File: src/rtl/switch_debouncer.sv
// Front-panel switch conditioner: per-bit 2-flop synchroniser and debounce
// counter, producing a stable switch word, a change strobe and a sticky flag.
module switch_debouncer #(
  parameter int  WIDTH           = 8,
  parameter int  DEBOUNCE_CYCLES = 16,
  localparam int CNT_W           = $clog2(DEBOUNCE_CYCLES + 1)
) (
  input  logic             clock,
  input  logic             reset,
  input  logic [WIDTH-1:0] raw_switches,
  output logic [WIDTH-1:0] switches,
  output logic             changed,
  output logic             event_pending,
  input  logic             ack
);

  localparam logic [CNT_W-1:0] CNT_LAST = CNT_W'(DEBOUNCE_CYCLES - 1);
  localparam logic [CNT_W-1:0] CNT_ONE  = CNT_W'(1'b1);

  logic [WIDTH-1:0]            sync1_r;
  logic [WIDTH-1:0]            sync2_r;
  logic [WIDTH-1:0]            switches_r;
  logic [WIDTH-1:0][CNT_W-1:0] cnt_r;
  logic [WIDTH-1:0][CNT_W-1:0] cnt_nxt_s;
  logic [WIDTH-1:0]            upd_s;
  logic                        changed_r;
  logic                        pending_r;

  // Two-flop synchroniser for the asynchronous switch levels.
  always_ff @(posedge clock or posedge reset) begin
    if (reset) begin
      sync1_r <= {WIDTH{1'b0}};
      sync2_r <= {WIDTH{1'b0}};
    end else begin
      sync1_r <= raw_switches;
      sync2_r <= sync1_r;
    end
  end

  // Per-bit debounce decision: a bit updates only after CNT_LAST+1 consecutive
  // differing samples; any agreeing sample discards the partial count.
  always_comb begin
    upd_s     = {WIDTH{1'b0}};
    cnt_nxt_s = {(WIDTH*CNT_W){1'b0}};
    for (int i = 0; i < WIDTH; i++) begin
      if (sync2_r[i] == switches_r[i]) begin
        cnt_nxt_s[i] = {CNT_W{1'b0}};
      end else if (cnt_r[i] == CNT_LAST) begin
        upd_s[i]     = 1'b1;
        cnt_nxt_s[i] = {CNT_W{1'b0}};
      end else begin
        cnt_nxt_s[i] = cnt_r[i] + CNT_ONE;
      end
    end
  end

  // Debounced word, counters, change strobe and sticky flag (set beats ack).
  always_ff @(posedge clock or posedge reset) begin
    if (reset) begin
      switches_r <= {WIDTH{1'b0}};
      cnt_r      <= {(WIDTH*CNT_W){1'b0}};
      changed_r  <= 1'b0;
      pending_r  <= 1'b0;
    end else begin
      switches_r <= (switches_r & ~upd_s) | (sync2_r & upd_s);
      cnt_r      <= cnt_nxt_s;
      changed_r  <= |upd_s;
      if (|upd_s) begin
        pending_r <= 1'b1;
      end else if (ack) begin
        pending_r <= 1'b0;
      end else begin
        pending_r <= pending_r;
      end
    end
  end

  assign switches      = switches_r;
  assign changed       = changed_r;
  assign event_pending = pending_r;

endmodule

File: config.mk
export PLATFORM = sky130hd
export DESIGN_NAME = switch_debouncer
export DESIGN_NICKNAME = d
export VERILOG_FILES = /design/src/rtl/switch_debouncer.sv
export SDC_FILE = /design/constraint.sdc
export NUM_CORES = 1
export LEC_CHECK = 0
export CAP_MARGIN = 20
export CORE_MARGIN = 10
export CORE_UTILIZATION = 48
export DETAILED_ROUTE_END_ITERATION = 6
export GPL_TIMING_DRIVEN = 1
export HOLD_SLACK_MARGIN = 0.05
export PLACE_DENSITY_LB_ADDON = 0.08
export SLEW_MARGIN = 20
export SYNTH_ARGS = -nofsm -noshare
export SYNTH_HDL_FRONTEND = slang
export SYNTH_SLANG_ARGS = --single-unit
File: constraint.sdc
create_clock -name clock -period 5.5 [get_ports clock]
set_input_delay 1.1 -clock clock [delete_from_list [all_inputs] [get_ports clock]]
set_output_delay 1.1 -clock clock [all_outputs]
set_load 0.005 [all_outputs]
==> reports/metrics.cfg <==
[die]
io_pins=21
fp.dieW_um=92.40
die_area_sq_um=8538
start_util=0.4927
core_sq_um=5107
die_h_um=92.40
rows=26

[clock_network]
post_cts_resized=0
cts_root_buffer=clkbuf_8
insertion_delay_ns=0.32
hold_buffers=0
h-tree-depth=3
cts_tree=built
cts_made_buffers=9
cts_buffer_depth=2
cts_setup_buffers=0
clk_pin_slew_ns=0.06
cts.sinks=66

[synthesis]
synth_edf_count=0
synthFlopType=dfrtp_1
seq_area_frac_synth=0.6564
avgSynthCellArea_sq_um=12.97
synth_compound_area_frac=0.03829
ys_seq_elements=66
yosys_warnings=0
ys_types=19
synth.area.mux_share=0.03580
synth_fp_nets=213
synth-async-reset-ratio=1.000
postSynthCellCount=194
synth-simple-area-share=0.1243
synth_fa_ha_area_frac=0.03978
syn_area_sq_um=2516
synth_top_family_by_area=simple AND/OR/NAND/NOR gates
synth-xor-area-share=0.09349

[setup_path]
startpoint_type=flop
end_kind=output pin
slowest_delay_ns=0.54
critPathTopFamily=buffers and inverters
cp_slowest_cell=clkdlybuf4s50_1
worstReg2RegStart=cnt_r[30]$_DFF_PP0_
path_buf_inv=1
r2r.worst_path.cells=5
worstPathMaxFanout=4
ff2ff_setup_slack_ns=4.04
crit_type=reg2out
cp.depth=1
crit_required_ns=4.40
path_cells=clkdlybuf4s50_1
critPathArrivalTime_ns=1.29

[sta]
clock_skew_ns=0.005050
setup_viol=0
period_share=0.4347
fin_crit_ns=2.391
fmax_mhz=418.2
slew_headroom=0.4778
rsz0062_at_grt=false
worstMarginPinSlew_ns=0.7833
setup_tns_ns=0
hold_viol=0
finalMaxSlewViolations=0

[final_layout]
syn2layout_area_growth_pct=19.84
layout-drive-gt1-share=0.08696
register_area_sq_um=1652
final_nets=245
fillCellCount=430
fin_area_sq_um=3015
multi_input_area_sq_um=834.6
antenna_cells=0
fin_util=0.5904

[power_and_ir_drop]
p_leak_nw=1.555
p_total_uw=977.2
peakVddDrop_mv=0.1926
power_density_nw_per_um2=324.1

[job]
drv_cap=0

[global_route]
grt_max_degree=67
gr-usage-all-layers=0.1029
grt_pass1_wl_mm=7.093
overflow=0
grt_pass1_vias=1634
antenna_found_initial=0

[routing]
wl_per_cell_um=12.77
drc=0
ant_nets=0
postRouteWirelength_mm=3.831
dr_total_vias=1467
drtIter0Drc=59
first_pass_iters=4
vias_per_cell=4.890

[worst_hold_path]
hp-start=sync1_r[0]$_DFF_PP0_
whs_path_depth=0
hold_class=reg2reg

[placement]
placed_area_sq_um=2811
globalplace.congestion=0.7743
hpwl_mm=2.724
io_buffers=20

[run_status]
status=finished clean

==> cells in the mapped netlist (2+ instances only) <==
library cell	n	area share
xnor2_1	3	0.010
dfrtp_1	66	0.66
nand2_1	2	0.0030
nand3_1	16	0.032
inv_1	8	0.012
nor2_1	31	0.046
and2_1	7	0.017
a22oi_1	2	0.0060
mux2_1	8	0.036
and3_1	8	0.020
xor2_1	22	0.077
ha_1	8	0.040
o21ai_1	7	0.014
==> path summary, 6_finish.rpt <==
| check | endpoint |
|---|---|
| setup / recovery | switches[3] |
| hold / removal | sync2_r[0]$_DFF_PP0_ |
| setup reg to reg | event_pending$_DFFE_PP0P_ |
| hold reg to reg | sync2_r[0]$_DFF_PP0_ |
| max in group asynchronous | cnt_r[30]$_DFF_PP0_ |
| min in group asynchronous | sync2_r[7]$_DFF_PP0_ |
==> logic make-up after synthesis <==
| kind of cell | count (synthesis) |
|---|---|
| flip-flops | 66 |
| AND/OR/NAND/NOR | 65 |
| XOR/XNOR | 26 |
| AO/OA/AOI/OAI | 13 |
| buffers and inverters | 8 |
| multiplexers | 8 |
| adder cells (fa/ha/maj) | 8 |
==> per-stage QoR <==
step	worst slack [ns]	cells	hold slack, ns
6_report	3.109	300	0.3486
5_1_grt	3.046	300	0.3652
4_1_cts	3.077	300	0.3480
3_5_place_dp	3.253	285	0.3357
3_3_place_gp	3.299	285	0.3331
2_1_floorplan	2.745	194	0.3312
==> routing by layer <==
| layer | part of all wire | vias to the layer above | wire length (um) | track usage |
|---|---|---|---|---|
| met1 | 0.45 | 719 | 1742 | 0.1197 |
| li1 | - | 718 | - | - |
| met2 | 0.47 | 22 | 1807 | 0.1618 |
| met5 | 0 | - | 0 | 0 |
| met4 | 0.019 | 0 | 74 | 0.05784 |
| met3 | 0.054 | 8 | 207 | 0.03713 |
==> cell type report <==
class / count / area share
Inverter: 8 / 0.009959
Multi-Input combinational cell: 120 / 0.2768
Sequential cell: 66 / 0.5477
Clock buffer: 13 / 0.05602
Clock inverter: 2 / 0.01162
Timing Repair Buffer: 21 / 0.06888
Tap cell: 70 / 0.02905
==> report_power, final <==
group | internal [mW] | switching (mW)
logic | 0.0223 | 0.0271
registers | 0.506 | 0.0137
clock network | 0.244 | 0.165
==> cells in the final DEF (no fill, tap or decap) <==
cell	n
inv_2	1
a221oi_2	1
bufinv_16	1
o21ai_1	7
nor2_1	31
a31oi_1	1
inv_1	7
a22oi_1	2
ha_1	8
nand3_1	16
o2111ai_1	1
xnor2_1	3
clkbuf_8	12
and3_1	8
buf_4	1
o32ai_2	1
xnor2_2	1
nand4b_2	1
clkdlybuf4s50_1	20
clkinv_2	1
xor2_1	22
and2_1	7
clkbuf_1	1
nand2_1	2
dfrtp_1	66
mux2_1	8
Power figures use the tool's default switching activity.
